<file path="src/rtl/kbd_pkg.sv">
// kbd_pkg: shared types and constants for the PS/2 keyboard port.
//   rx_state_t     frame receiver FSM states
//   SC_BREAK/EXT   set-2 prefix bytes that modify the following code
//   scan_to_ascii  set-2 make code -> {hit, ascii[6:0]}; hit=0 for unmapped codes
package kbd_pkg;

   typedef enum logic [1:0] {
      ST_IDLE   = 2'd0,
      ST_SHIFT  = 2'd1,
      ST_PARITY = 2'd2,
      ST_STOP   = 2'd3
   } rx_state_t;

   localparam logic [7:0] SC_BREAK = 8'hF0;
   localparam logic [7:0] SC_EXT   = 8'hE0;

   function automatic logic [7:0] scan_to_ascii(input logic [7:0] code);
      logic [7:0] r;
      r = 8'h00;
      case (code)
         8'h1C: r = {1'b1, 7'h41}; // A
         8'h32: r = {1'b1, 7'h42}; // B
         8'h21: r = {1'b1, 7'h43}; // C
         8'h23: r = {1'b1, 7'h44}; // D
         8'h24: r = {1'b1, 7'h45}; // E
         8'h2B: r = {1'b1, 7'h46}; // F
         8'h34: r = {1'b1, 7'h47}; // G
         8'h33: r = {1'b1, 7'h48}; // H
         8'h43: r = {1'b1, 7'h49}; // I
         8'h3B: r = {1'b1, 7'h4A}; // J
         8'h42: r = {1'b1, 7'h4B}; // K
         8'h4B: r = {1'b1, 7'h4C}; // L
         8'h3A: r = {1'b1, 7'h4D}; // M
         8'h31: r = {1'b1, 7'h4E}; // N
         8'h44: r = {1'b1, 7'h4F}; // O
         8'h4D: r = {1'b1, 7'h50}; // P
         8'h15: r = {1'b1, 7'h51}; // Q
         8'h2D: r = {1'b1, 7'h52}; // R
         8'h1B: r = {1'b1, 7'h53}; // S
         8'h2C: r = {1'b1, 7'h54}; // T
         8'h3C: r = {1'b1, 7'h55}; // U
         8'h2A: r = {1'b1, 7'h56}; // V
         8'h1D: r = {1'b1, 7'h57}; // W
         8'h22: r = {1'b1, 7'h58}; // X
         8'h35: r = {1'b1, 7'h59}; // Y
         8'h1A: r = {1'b1, 7'h5A}; // Z
         8'h45: r = {1'b1, 7'h30}; // 0
         8'h16: r = {1'b1, 7'h31}; // 1
         8'h1E: r = {1'b1, 7'h32}; // 2
         8'h26: r = {1'b1, 7'h33}; // 3
         8'h25: r = {1'b1, 7'h34}; // 4
         8'h2E: r = {1'b1, 7'h35}; // 5
         8'h36: r = {1'b1, 7'h36}; // 6
         8'h3D: r = {1'b1, 7'h37}; // 7
         8'h3E: r = {1'b1, 7'h38}; // 8
         8'h46: r = {1'b1, 7'h39}; // 9
         8'h29: r = {1'b1, 7'h20}; // space
         8'h5A: r = {1'b1, 7'h0D}; // enter
         8'h66: r = {1'b1, 7'h08}; // backspace
         8'h76: r = {1'b1, 7'h1B}; // esc
         default: r = 8'h00;
      endcase
      return r;
   endfunction

endpackage

</file>
<file path="src/rtl/ps2_frame_rx.sv">
// ps2_frame_rx: PS/2 device-to-host frame receiver.
//   clk, reset      system clock, synchronous active-high reset
//   i_ps2_clk/data  raw asynchronous PS/2 lines
//   o_byte          received data byte (stable while o_byte_valid is high)
//   o_byte_valid    1-cycle pulse on a frame with good start, parity and stop
//   o_frame_err     1-cycle pulse on parity/stop error or inter-edge timeout
//
// Handshake: o_byte_valid is a plain 1-cycle strobe with no ready; the
// consumer must take o_byte in that cycle.
module ps2_frame_rx
   import kbd_pkg::*;
#(
   parameter int TIMEOUT_CYCLES = 50000
) (
   input  logic       clk,
   input  logic       reset,
   input  logic       i_ps2_clk,
   input  logic       i_ps2_data,
   output logic [7:0] o_byte,
   output logic       o_byte_valid,
   output logic       o_frame_err
);

   localparam int TW = $clog2(TIMEOUT_CYCLES + 1);

   // Lines idle high, so the sync chain resets to 1 to avoid a false fall.
   logic r_clk_s1, r_clk_s2, r_clk_s3;
   logic r_data_s1, r_data_s2;

   rx_state_t       r_state, w_state_nxt;
   logic [7:0]      r_shift, w_shift_nxt;
   logic [2:0]      r_bit_cnt, w_bit_cnt_nxt;
   logic [TW-1:0]   r_timer, w_timer_nxt;
   logic            r_byte_valid, w_byte_valid_nxt;
   logic            r_frame_err, w_frame_err_nxt;

   logic            w_fall;
   logic            w_data;

   assign w_fall = r_clk_s3 & ~r_clk_s2;
   assign w_data = r_data_s2;

   always_ff @(posedge clk) begin
      if (reset) begin
         r_clk_s1  <= 1'b1;
         r_clk_s2  <= 1'b1;
         r_clk_s3  <= 1'b1;
         r_data_s1 <= 1'b1;
         r_data_s2 <= 1'b1;
      end else begin
         r_clk_s1  <= i_ps2_clk;
         r_clk_s2  <= r_clk_s1;
         r_clk_s3  <= r_clk_s2;
         r_data_s1 <= i_ps2_data;
         r_data_s2 <= r_data_s1;
      end
   end

   always_ff @(posedge clk) begin
      if (reset) begin
         r_state      <= ST_IDLE;
         r_shift      <= 8'h00;
         r_bit_cnt    <= 3'd0;
         r_timer      <= '0;
         r_byte_valid <= 1'b0;
         r_frame_err  <= 1'b0;
      end else begin
         r_state      <= w_state_nxt;
         r_shift      <= w_shift_nxt;
         r_bit_cnt    <= w_bit_cnt_nxt;
         r_timer      <= w_timer_nxt;
         r_byte_valid <= w_byte_valid_nxt;
         r_frame_err  <= w_frame_err_nxt;
      end
   end

   always_comb begin
      w_state_nxt      = r_state;
      w_shift_nxt      = r_shift;
      w_bit_cnt_nxt    = r_bit_cnt;
      w_byte_valid_nxt = 1'b0;
      w_frame_err_nxt  = 1'b0;
      // Timer only runs mid-frame and restarts on every falling edge.
      w_timer_nxt      = (r_state == ST_IDLE || w_fall) ? '0 : r_timer + TW'(1);

      if (r_state != ST_IDLE && r_timer == TW'(TIMEOUT_CYCLES)) begin
         w_state_nxt     = ST_IDLE;
         w_frame_err_nxt = 1'b1;
         w_timer_nxt     = '0;
      end else if (w_fall) begin
         case (r_state)
            ST_IDLE: begin
               // A high level at the first fall is not a start bit.
               if (!w_data) begin
                  w_state_nxt   = ST_SHIFT;
                  w_bit_cnt_nxt = 3'd0;
               end
            end
            ST_SHIFT: begin
               w_shift_nxt = {w_data, r_shift[7:1]};
               if (r_bit_cnt == 3'd7) w_state_nxt = ST_PARITY;
               else                   w_bit_cnt_nxt = r_bit_cnt + 3'd1;
            end
            ST_PARITY: begin
               // Odd parity: data plus parity bit must hold an odd number of ones.
               if (^{r_shift, w_data}) begin
                  w_state_nxt = ST_STOP;
               end else begin
                  w_state_nxt     = ST_IDLE;
                  w_frame_err_nxt = 1'b1;
               end
            end
            ST_STOP: begin
               w_state_nxt = ST_IDLE;
               if (w_data) w_byte_valid_nxt = 1'b1;
               else        w_frame_err_nxt  = 1'b1;
            end
            default: w_state_nxt = ST_IDLE;
         endcase
      end
   end

   assign o_byte       = r_shift;
   assign o_byte_valid = r_byte_valid;
   assign o_frame_err  = r_frame_err;

endmodule

</file>
<file path="src/rtl/ps2_keyboard_port.sv">
// ps2_keyboard_port: PS/2 keyboard front end for the CPU16 key input.
//   clk, reset   system clock, synchronous active-high reset
//   ps2_clk/data raw PS/2 connector lines (asynchronous)
//   keystrobe    CPU acknowledge; a rising edge pops the FIFO head
//   keycode      {fifo_not_empty, head_ascii[6:0]}, 8'h00 when empty
//   frame_err    1-cycle pulse on a receive error or timeout
//   overflow     sticky flag: a character was dropped on a full FIFO
//
// Handshake: keycode[7] acts as valid; a keystrobe rising edge is the
// ready/ack and consumes exactly one entry. The next head appears on
// keycode one clock after the edge is sampled.
module ps2_keyboard_port
   import kbd_pkg::*;
#(
   parameter int FIFO_DEPTH     = 4,
   parameter int TIMEOUT_CYCLES = 50000
) (
   input  logic       clk,
   input  logic       reset,
   input  logic       ps2_clk,
   input  logic       ps2_data,
   input  logic       keystrobe,
   output logic [7:0] keycode,
   output logic       frame_err,
   output logic       overflow
);

   localparam int AW = $clog2(FIFO_DEPTH);

   logic [7:0] w_byte;
   logic       w_byte_valid;
   logic       w_frame_err;
   logic [7:0] w_map;

   ps2_frame_rx #(.TIMEOUT_CYCLES(TIMEOUT_CYCLES)) u_rx (
      .clk          (clk),
      .reset        (reset),
      .i_ps2_clk    (ps2_clk),
      .i_ps2_data   (ps2_data),
      .o_byte       (w_byte),
      .o_byte_valid (w_byte_valid),
      .o_frame_err  (w_frame_err)
   );

   // Break/extended filter and ASCII decode register.
   logic       r_brk, r_ext;
   logic       r_dec_valid;
   logic [6:0] r_dec_char;

   assign w_map = scan_to_ascii(w_byte);

   always_ff @(posedge clk) begin
      if (reset) begin
         r_brk       <= 1'b0;
         r_ext       <= 1'b0;
         r_dec_valid <= 1'b0;
         r_dec_char  <= 7'h00;
      end else begin
         r_dec_valid <= 1'b0;
         if (w_byte_valid) begin
            if (w_byte == SC_BREAK) begin
               r_brk <= 1'b1;
            end else if (w_byte == SC_EXT) begin
               r_ext <= 1'b1;
            end else if (r_brk | r_ext) begin
               // Byte following a prefix is a release or extended key: swallow it.
               r_brk <= 1'b0;
               r_ext <= 1'b0;
            end else begin
               r_dec_valid <= w_map[7];
               r_dec_char  <= w_map[6:0];
            end
         end
      end
   end

   // Character FIFO.
   logic [6:0]    r_mem [FIFO_DEPTH];
   logic [AW-1:0] r_wr_ptr, r_rd_ptr, w_rd_nxt;
   logic [AW:0]   r_count, w_count_nxt;
   logic          r_ks_q;
   logic [7:0]    r_keycode, w_keycode_nxt;
   logic          r_overflow;
   logic          w_full, w_empty, w_pop, w_push, w_drop;
   logic [6:0]    w_head_nxt;

   always_comb begin
      w_full  = (r_count == (AW+1)'(FIFO_DEPTH));
      w_empty = (r_count == '0);
      w_pop   = keystrobe & ~r_ks_q & ~w_empty;
      // A same-cycle pop frees a slot, so a full FIFO can still accept.
      w_push  = r_dec_valid & (~w_full | w_pop);
      w_drop  = r_dec_valid & w_full & ~w_pop;
      w_rd_nxt = w_pop ? r_rd_ptr + AW'(1) : r_rd_ptr;
      case ({w_push, w_pop})
         2'b10:   w_count_nxt = r_count + (AW+1)'(1);
         2'b01:   w_count_nxt = r_count - (AW+1)'(1);
         default: w_count_nxt = r_count;
      endcase
      // keycode is registered from the post-update head; when the new head is
      // the slot being written this cycle, bypass the incoming character.
      if (w_push && w_rd_nxt == r_wr_ptr) w_head_nxt = r_dec_char;
      else                                w_head_nxt = r_mem[w_rd_nxt];
      w_keycode_nxt = (w_count_nxt != '0) ? {1'b1, w_head_nxt} : 8'h00;
   end

   always_ff @(posedge clk) begin
      if (w_push) r_mem[r_wr_ptr] <= r_dec_char;
   end

   always_ff @(posedge clk) begin
      if (reset) begin
         r_wr_ptr   <= '0;
         r_rd_ptr   <= '0;
         r_count    <= '0;
         r_ks_q     <= 1'b0;
         r_keycode  <= 8'h00;
         r_overflow <= 1'b0;
      end else begin
         if (w_push) r_wr_ptr <= r_wr_ptr + AW'(1);
         r_rd_ptr   <= w_rd_nxt;
         r_count    <= w_count_nxt;
         r_ks_q     <= keystrobe;
         r_keycode  <= w_keycode_nxt;
         r_overflow <= r_overflow | w_drop;
      end
   end

   assign keycode   = r_keycode;
   assign frame_err = w_frame_err;
   assign overflow  = r_overflow;

endmodule

</file>
<file path="config.mk">
export PLATFORM = sky130hd
export DESIGN_NAME = ps2_keyboard_port
export DESIGN_NICKNAME = d
export VERILOG_FILES = /design/src/rtl/kbd_pkg.sv /design/src/rtl/ps2_frame_rx.sv /design/src/rtl/ps2_keyboard_port.sv
export SDC_FILE = /design/constraint.sdc
export NUM_CORES = 1
export LEC_CHECK = 0
export BUFFER_PORTS_ARGS = -buffer_cell sky130_fd_sc_hd__buf_2
export CAP_MARGIN = 20
export CORE_MARGIN = 10
export CORE_UTILIZATION = 32
export DETAILED_ROUTE_END_ITERATION = 10
export GPL_TIMING_DRIVEN = 0
export MAX_ROUTING_LAYER = met4
export SLEW_MARGIN = 20
export SYNTH_ARGS = -nofsm -noshare
export SYNTH_HDL_FRONTEND = slang
export SYNTH_SLANG_ARGS = --single-unit
</file>
<file path="constraint.sdc">
create_clock -name clk -period 10.2 [get_ports clk]
set_clock_uncertainty 0.1 [all_clocks]
set_input_delay 0.51 -clock clk [delete_from_list [all_inputs] [get_ports clk]]
set_output_delay 0.51 -clock clk [all_outputs]
set_load 0.01 [all_outputs]
</file>
==> results of run 1 <==
==> state kept, by name, summed over array words and instances (netlist names), 2 cells and up, named ones only <==
register	cells
r_rd_ptr	2
u_rx.r_state	2
r_dec_char	7
u_rx.o_byte	8
r_count	3
u_rx.r_timer	16
r_wr_ptr	2
u_rx.r_bit_cnt	3
keycode	8
r_mem	28
==> cell usage in the layout (no fill, tap or decap), drive strengths merged, types with 5 or more instances in the layout <==
master,synthesis,routed
nand2,31,31
ha,15,15
mux4,7,7
nand3,20,20
dfxtp,71,71
nand2b,9,9
nand4,6,6
a21oi,31,31
nor3,12,12
mux2i,18,18
and3,8,8
clkbuf,20,29
nor3b,9,9
nor2b,10,10
xor2,13,13
o211ai,5,5
or2,7,7
nor2,66,66
buf,12,26
edfxtp,28,28
inv,22,26
xnor2,18,18
o21ai,16,16
==> metrics by stage <==
| stage | total power [mW] | hold WS (ps) | cells | cell area [um2] |
|---|---|---|---|---|
| CTS | 0.763 | 213 | 766 | 5710 |
| detailed placement | 0.423 | 296 | 750 | 5410 |
| global placement | 0.423 | 293 | 750 | 5410 |
| finish | 0.749 | 236 | 766 | 5710 |
| global route | 0.775 | 234 | 766 | 5710 |
| floorplan | 0.419 | 289 | 525 | 5070 |
==> kinds of logic (layout without fill, tap and decap cells) <==
| family | count (synthesis) | after routing | synth area share, % |
|---|---|---|---|
| AOI/OAI and AO/OA | 99 | 99 | 13.5 |
| and+or+nand+nor | 198 | 198 | 20.5 |
| adders and majority gates | 16 | 16 | 4.10 |
| DFF | 99 | 99 | 44.6 |
| xor gates and xnor gates | 31 | 31 | 5.35 |
| muxes | 27 | 27 | 7.18 |
| buffers and inverters | 55 | 85 | 4.71 |
==> power by group through the flow <==
stage	clock, mW	sequential (mW)	combinational, mW
floorplan	0	0.412	0.00687
global placement	0	0.412	0.0106
detailed placement	0	0.412	0.0107
CTS	0.349	0.403	0.0108
global route	0.360	0.403	0.0118
finish	0.335	0.403	0.0106
==> per-layer routing <==
metal  up-vias  share of wire (%)  global-route usage, %  wire length, um
met5         -                  0                      -                0
met4         0                2.8                   4.75              326
met3        28                5.5                   2.83              646
met2       119                 48                   18.6             5630
met1      1888                 44                   13.4             5160
li1       1937                  -                      -                -
==> worst paths after layout <==
check,depth (start not counted),to,from
setup / recovery,13,register,u_rx.r_timer[7]
hold / removal,2,u_rx.r_clk_s1,ps2_clk
setup reg to reg,13,register,u_rx.r_timer[7]
hold reg to reg,1,u_rx.r_clk_s2,u_rx.r_clk_s1
==> area by class of cell <==
class | instances | share of cell area [%]
multi-input combinational | 371 | 45.1
sequential | 99 | 39.6
tap | 211 | 4.62
clock buffer | 9 | 3.94
buffer | 32 | 2.58
inverter | 23 | 1.60
clock inverter | 7 | 1.34
timing repair buffer | 14 | 1.23
==> flow_summary.ini, run 1 <==
[timing]
transition_time_of_the_tightest_slew_check_pin_ps = 926
setup_viol = 0
rsz_0062_raised_after_global_routing = false
fin_tns_setup_ps = 0
slew_headroom_pct = 38.0
timing.final.max_slew_violations = 0
fmax_mhz = 249
finalCritPeriodShare_pct = 39.3
finalHoldViolations = 0
layout_min_cycle_time_ps = 4010
post-route-worst-setup-slack_ps = 6190

[global_routing]
grt_antenna_before_repair = 0
grt_overflow_total = 0
first_global_vias = 3867
grt.total_usage_pct = 11.5
grt_first_pass_wirelength_um = 19600
grt_max_degree = 21

[cells_and_area]
antenna_cells_inserted = 0
layout-drive-gt1-share_pct = 12.8
sequential_cell_area_um2 = 2260
finish.net_count = 571
fillCellCount = 1547
final_util_pct = 37.2
multi_input_area_um2 = 2580
syn2layout_area_growth_pct = 12.7

[clock_tree]
worst_setup_hold_path_clk_slew_ps = 70
number_of_buffers_on_the_longest_clock_path = 2
cts_tree = built
cts.root.buffer_cell = clkbuf_16
cts_setup_buffers = 0
tritoncts_sinks = 99
cts.repair.resized = 0
clock_insertion_delay_worst_skew_ps = 350
cts_max_level = 3
cts-hold-fix-buffers = 0
cts_made_buffers = 9

[critical_path]
path_delay_family = compound AO/OA/AOI/OAI gates
setup.worst_path.end_class = register
timing.critical_path.fanout_max = 10
worst_ep_required_time_ps = 10330
cp.buffers_inverters = 2
crit_path_top_delay_cell = a21oi_1
reg2reg_setup_slack_ps = 6190
timing.critical_path.from_type = register
timing.critical_path.arrival_ps = 4140
max_stage_delay_ps = 520
path_cells = nor4b_2, nand4_1, o21ai_0, buf_4, nand2_1, a21oi_1, inv_1, ha_1, and3_1, a21oi_1, o21ai_0, and4b_1, o32a_1
timing.setup.critical_path_class = register to register

[die]
floorplan.io_pins = 15
design.core.area_um2 = 15400
chipWidth_um = 146
start_util_pct = 33.0
chipHeight_um = 146
rows = 45
design.die.area_um2 = 21300

[yosys]
synth_ff_type = dfxtp_1
asyncSetResetFlopFracSynth_pct = 0
ys_seq_elements = 99
netlist_top_cells_count = 71 x dfxtp_1, 66 x nor2_1, 31 x nand2_1
postSynthAreaPerCell_um2 = 9.66
synth-seq-area-share_pct = 44.6
most_common_cell_in_the_netlist = dfxtp_1
yosysUniqueCellTypes = 73
synth_edf_count = 28
synthTopCellsByArea = dfxtp_1 28%, edfxtp_1 17%, nor2_1 4.9%
most_area_hungry_cell_type_in_the_yosys_netlist = dfxtp_1
synth.yosys.warnings = 0
yosysTopAreaCellShare_pct = 28.0
synth.cell_area_um2 = 5070
syn-num-nets = 546
synth_instances = 525

[power_and_ir_drop]
ir_drop_mv = 0.0822
power_frac_clock_pct = 44.7
p_leak_nw = 2.02
power_switching_mw = 0.168
p_sw_share_pct = 22.5
power_per_cell_area_nw_per_um2 = 131
power.share.sequential_pct = 53.9
internal-power_mw = 0.580
power.share.combinational_pct = 1.4

[run_status]
result_of_the_run = complete, no violations

[placement]
gp_routability_congestion = 0.894
post_placement_setup_slack_ps = 6280
dp_hpwl_um = 8600
io_buffers = 14

[routing]
ant_nets = 0
vias = 3972
detailedRoute.firstIterationViolations = 289
routed_via_density = 5.19
drt-total-wl_um = 11800
drt_drc_violations_left = 0
drt_pre_antenna_iters = 5
wire_per_inst_um = 15.4

[job]
max-cap-violations = 0

[hold_path]
holdCritPathClass = input pin to register
Power figures use the tool's default switching activity.
==> run 2, diff against run 1 <==
==> constraint.sdc (replaced) <==
create_clock -name clk -period 4.1 [get_ports clk]
set_clock_uncertainty 0.1 [all_clocks]
set_input_delay 0.205 -clock clk [delete_from_list [all_inputs] [get_ports clk]]
set_output_delay 0.205 -clock clk [all_outputs]
set_load 0.01 [all_outputs]
==> run 2 against run 1 <==
  * Critical path type unchanged
  * Combinational power grew to 2.7 times the previous value
  * Clock-buffer cell count unchanged
  * Sequential power up 150%
  * Sequential share of layout area decreased by 0.25 points
  * Setup slack worse by 5900 ps
  * Worst hold slack improved by 79 ps
==> flow_summary.ini, run 2 (synthesized netlist as in run 1, its figures left out) <==
[run_status]
result_of_the_run = complete, no violations

[clock_tree]
tritoncts_sinks = 99
cts_max_level = 3
worst_setup_hold_path_clk_slew_ps = 70
cts_tree = built
number_of_buffers_on_the_longest_clock_path = 2
clock_insertion_delay_worst_skew_ps = 350
cts_made_buffers = 9
cts.root.buffer_cell = clkbuf_16
cts_setup_buffers = 0

[power_and_ir_drop]
power.share.combinational_pct = 1.6
p_leak_nw = 2.04
power_per_cell_area_nw_per_um2 = 324
power_frac_clock_pct = 44.6
p_sw_share_pct = 22.4
power.share.sequential_pct = 53.8
power_switching_mw = 0.418
ir_drop_mv = 0.205
totalPowerFinal_mw = 1.86
internal-power_mw = 1.45

[die]
chipWidth_um = 146
chipHeight_um = 146
design.core.area_um2 = 15400
rows = 45
start_util_pct = 33.0
floorplan.io_pins = 15
design.die.area_um2 = 21300

[global_routing]
grt_first_pass_wirelength_um = 19600
first_global_vias = 3874
grt_antenna_before_repair = 0
grt.total_usage_pct = 11.5
grt_overflow_total = 0
grt_max_degree = 21

[critical_path]
setup.worst_path.end_class = register
max_stage_delay_ps = 400
timing.critical_path.fanout_max = 10
path_delay_family = compound AO/OA/AOI/OAI gates
path_cells = inv_1, ha_1, nor2b_1, and4_4, a21oi_2, buf_4, nand2_1, a21oi_2, inv_1, ha_1, and3_1, a21oi_1, o21ai_0, and4b_1, o32a_1
worst_ep_required_time_ps = 4230
r2r-start = u_rx.r_timer[0]
cp.buffers_inverters = 3
setup.worst_path.start = u_rx.r_timer[0]
timing.critical_path.arrival_ps = 3930
crit_path_top_delay_cell = dfxtp_1
reg2reg_setup_slack_ps = 300
timing.critical_path.from_type = register
timing.setup.critical_path_class = register to register

[timing]
post-route-worst-setup-slack_ps = 299
rsz_0062_raised_after_global_routing = false
finalHoldViolations = 0
fin_tns_setup_ps = 0
layout_min_cycle_time_ps = 3800
finalCritPeriodShare_pct = 92.7
slew_headroom_pct = 38.0
fmax_mhz = 263
timing.final.max_slew_violations = 0
setup_viol = 0
transition_time_of_the_tightest_slew_check_pin_ps = 926

[cells_and_area]
layout-drive-gt1-share_pct = 13.1
antenna_cells_inserted = 0
final_util_pct = 37.4
biggestRegsByFlops = r_mem x28, u_rx.r_timer x16
final_cell_mix = 71 x dfxtp_1, 65 x nor2_1, 31 x nand2_1
largest_reg_flops = 28
max_flop_register = r_mem
syn2layout_area_growth_pct = 13.4
layout.cells.non_filler = 769
mostFrequentLayoutCell = dfxtp_1
finish.net_count = 574
fillCellCount = 1542

[hold_path]
holdCritPathClass = register to register
holdCritStartpoint = u_rx.r_clk_s1

[placement]
numPlacedInstances = 750
dp_hpwl_um = 8600
post_placement_setup_slack_ps = 180
gp_routability_congestion = 0.894
io_buffers = 14

[routing]
drt-total-wl_um = 11800
vias = 3994
routed_via_density = 5.19
drt_drc_violations_left = 0
ant_nets = 0
drt_pre_antenna_iters = 5
wire_per_inst_um = 15.3
detailedRoute.firstIterationViolations = 295

[job]
max-cap-violations = 0
run 2: repair_timing:
action                                  4_1_cts  5_1_grt
endpoints found under the hold margin         3        0
gates resized for setup                       0        3
endpoints found under the setup margin        0        5
hold buffers                                  3        0
run 2: area by class of cell:
class	instances	area [um2]	share of cell area, %
Multi-Input combinational cell	371	2580	44.9
Sequential cell	99	2260	39.3
Tap cell	211	264	4.59
Clock buffer	9	225	3.92
Buffer	32	148	2.57
Timing Repair Buffer	17	100	1.74
Inverter	23	91.3	1.59
Clock inverter	7	76.3	1.33
run 2: worst paths after layout:
path | cells after the start | endpoint
max | 15 | register
min | 1 | u_rx.r_clk_s2
max reg2reg | 15 | register
min reg2reg | 1 | u_rx.r_clk_s2
run 2: metal layers:
layer | global-route usage, % | wire length [um]
met3 | 2.83 | 610
met5 | - | 0
met1 | 13.4 | 5230
met2 | 18.6 | 5650
met4 | 4.75 | 289
run 2: power groups by stage:
stage | Sequential (mW) | Combinational [mW] | Clock, mW
3_3_place_gp | 1.03 | 0.0263 | 0
5_1_grt | 1.00 | 0.0319 | 0.896
4_1_cts | 1.00 | 0.0291 | 0.869
6_report | 1.00 | 0.0289 | 0.831
2_1_floorplan | 1.03 | 0.0171 | 0
3_5_place_dp | 1.03 | 0.0267 | 0
run 2: through the flow:
| step | instance area (um2) | hold WS [ps] |
|---|---|---|
| floorplan | 5070 | 209 |
| global placement | 5410 | 288 |
| detailed placement | 5410 | 290 |
| CTS | 5740 | 317 |
| global route | 5750 | 319 |
| finish | 5750 | 315 |
==> run 3, diff against run 2 <==
==> constraint.sdc (replaced) <==
create_clock -name clk -period 4.1 [get_ports clk]
set_clock_uncertainty 0.1 [all_clocks]
set_input_delay 0.82 -clock clk [delete_from_list [all_inputs] [get_ports clk]]
set_output_delay 0.82 -clock clk [all_outputs]
set_load 0.01 [all_outputs]
==> run 3 against run 2 <==
  * Sequential share of layout area increased by 0.20 points
  * Clock power about the same
  * Via count decreased by 0.58%
  * Utilization decreased by 0.19 points
  * Non-clock buffer count decreased by 3
  * Power decreased by 0.10%
  * Combinational power decreased by 7.3%
  * Final cell count decreased by 0.39%
  * Clock-buffer cell count unchanged
  * Critical path depth unchanged
  * Fmax increased by 0.38%
  * First-iteration DRC count increased by 8.1%
  * Largest power group unchanged
  * Highest routed layer unchanged
==> flow_summary.ini, run 3 (synthesized netlist as in run 1, its figures left out) <==
[timing]
setup_viol = 0
rsz_0062_raised_after_global_routing = false
timing.final.max_slew_violations = 0
finalHoldViolations = 0
transition_time_of_the_tightest_slew_check_pin_ps = 926
post-route-worst-setup-slack_ps = 314
layout_min_cycle_time_ps = 3790
finalCritPeriodShare_pct = 92.3
fmax_mhz = 264
slew_headroom_pct = 38.0

[clock_tree]
cts_max_level = 3
number_of_buffers_on_the_longest_clock_path = 2
worst_setup_hold_path_clk_slew_ps = 70
cts_made_buffers = 9
cts.root.buffer_cell = clkbuf_16
cts_setup_buffers = 0
cts-hold-fix-buffers = 0
cts.repair.resized = 0
clock_insertion_delay_worst_skew_ps = 350
tritoncts_sinks = 99
cts_tree = built

[die]
floorplan.io_pins = 15
design.die.area_um2 = 21300
chipWidth_um = 146
design.core.area_um2 = 15400
rows = 45
start_util_pct = 33.0
chipHeight_um = 146

[critical_path]
reg2reg_depth = 15
timing.critical_path.fanout_max = 10
crit_path_top_delay_cell = dfxtp_1
timing.critical_path.from_type = register
timing.critical_path.arrival_ps = 3920
worst_ep_required_time_ps = 4230
path_cells = inv_1, ha_1, nor2b_1, and4_4, a21oi_2, buf_4, nand2_1, a21oi_2, inv_1, ha_1, and3_1, a21oi_1, o21ai_0, and4b_1, o32a_1
timing.setup.critical_path_class = register to register
path_delay_family = compound AO/OA/AOI/OAI gates
max_stage_delay_ps = 400
r2r-start = u_rx.r_timer[0]
cp.buffers_inverters = 3
reg2reg_setup_slack_ps = 310
setup.worst_path.end_class = register

[hold_path]
holdPathEnd = u_rx.r_clk_s2
holdCritStartpoint = u_rx.r_clk_s1
hold_path_depth = 1
holdCritPathClass = register to register

[routing]
routed_via_density = 5.18
drt_pre_antenna_iters = 5
wire_per_inst_um = 15.4
ant_nets = 0
drt-total-wl_um = 11800
detailedRoute.firstIterationViolations = 319
vias = 3971
drt_drc_violations_left = 0

[power_and_ir_drop]
totalPowerFinal_mw = 1.86
ir_drop_mv = 0.205
p_leak_nw = 2.03
power_per_cell_area_nw_per_um2 = 325

[job]
max-cap-violations = 0

[cells_and_area]
mostFrequentLayoutCell = dfxtp_1
max_flop_register = r_mem
layout.cell_area.non_filler_um2 = 5720
multi_input_area_um2 = 2580
layout.cells.non_filler = 766
final_util_pct = 37.2
syn2layout_area_growth_pct = 12.8
sequential_cell_area_um2 = 2260
biggestRegsByFlops = r_mem x28, u_rx.r_timer x16
final_cell_mix = 71 x dfxtp_1, 65 x nor2_1, 31 x nand2_1
fillCellCount = 1548
largest_reg_flops = 28
antenna_cells_inserted = 0
finish.net_count = 571
layout-drive-gt1-share_pct = 13.3

[placement]
gp_routability_congestion = 0.894
dp_hpwl_um = 8600
post_dp_cell_area_um2 = 5410
io_buffers = 14
post_placement_setup_slack_ps = -124
numPlacedInstances = 750

[global_routing]
first_global_vias = 3867
grt_max_degree = 21
grt_antenna_before_repair = 0
grt_first_pass_wirelength_um = 19600
grt_overflow_total = 0
grt.total_usage_pct = 11.5

[run_status]
result_of_the_run = complete, no violations
[run 3: power breakdown]
part           total [mW]  switching, mW  internal [mW]
combinational      0.0268         0.0180        0.00880
clock               0.832          0.398          0.434
sequential           1.00        0.00164           1.00
total                1.86          0.418           1.44
[run 3: final cells by class]
cell class | instances | area share, %
Tap cell | 211 | 4.61
Clock inverter | 7 | 1.33
Inverter | 23 | 1.60
Sequential cell | 99 | 39.5
Clock buffer | 9 | 3.94
Timing Repair Buffer | 14 | 1.22
Multi-Input combinational cell | 371 | 45.2
Buffer | 32 | 2.60
[run 3: routing by layer]
| layer | wire length (um) | GRT usage, % | share of wire [%] |
|---|---|---|---|
| met3 | 667 | 2.83 | 5.7 |
| met1 | 5160 | 13.4 | 44 |
| met2 | 5630 | 18.6 | 48 |
| met5 | 0 | - | 0 |
| met4 | 296 | 4.75 | 2.5 |
[run 3: worst max-delay path by stage]
stage	cells past startpoint	startpoint	end	slack (ps)
global placement	13	reset	register	-140
global route	16	u_rx.r_timer[0]	register	50
floorplan	14	u_rx.r_timer[0]	register	830
finish	15	u_rx.r_timer[0]	register	310
detailed placement	13	reset	register	-120
CTS	15	u_rx.r_timer[0]	register	170
[run 3: metrics by stage]
step | TNS, ps | hold WS (ps)
floorplan | 0 | 289
global placement | -258 | 293
detailed placement | -167 | 296
CTS | 0 | 317
global route | 0 | 319
finish | 0 | 315
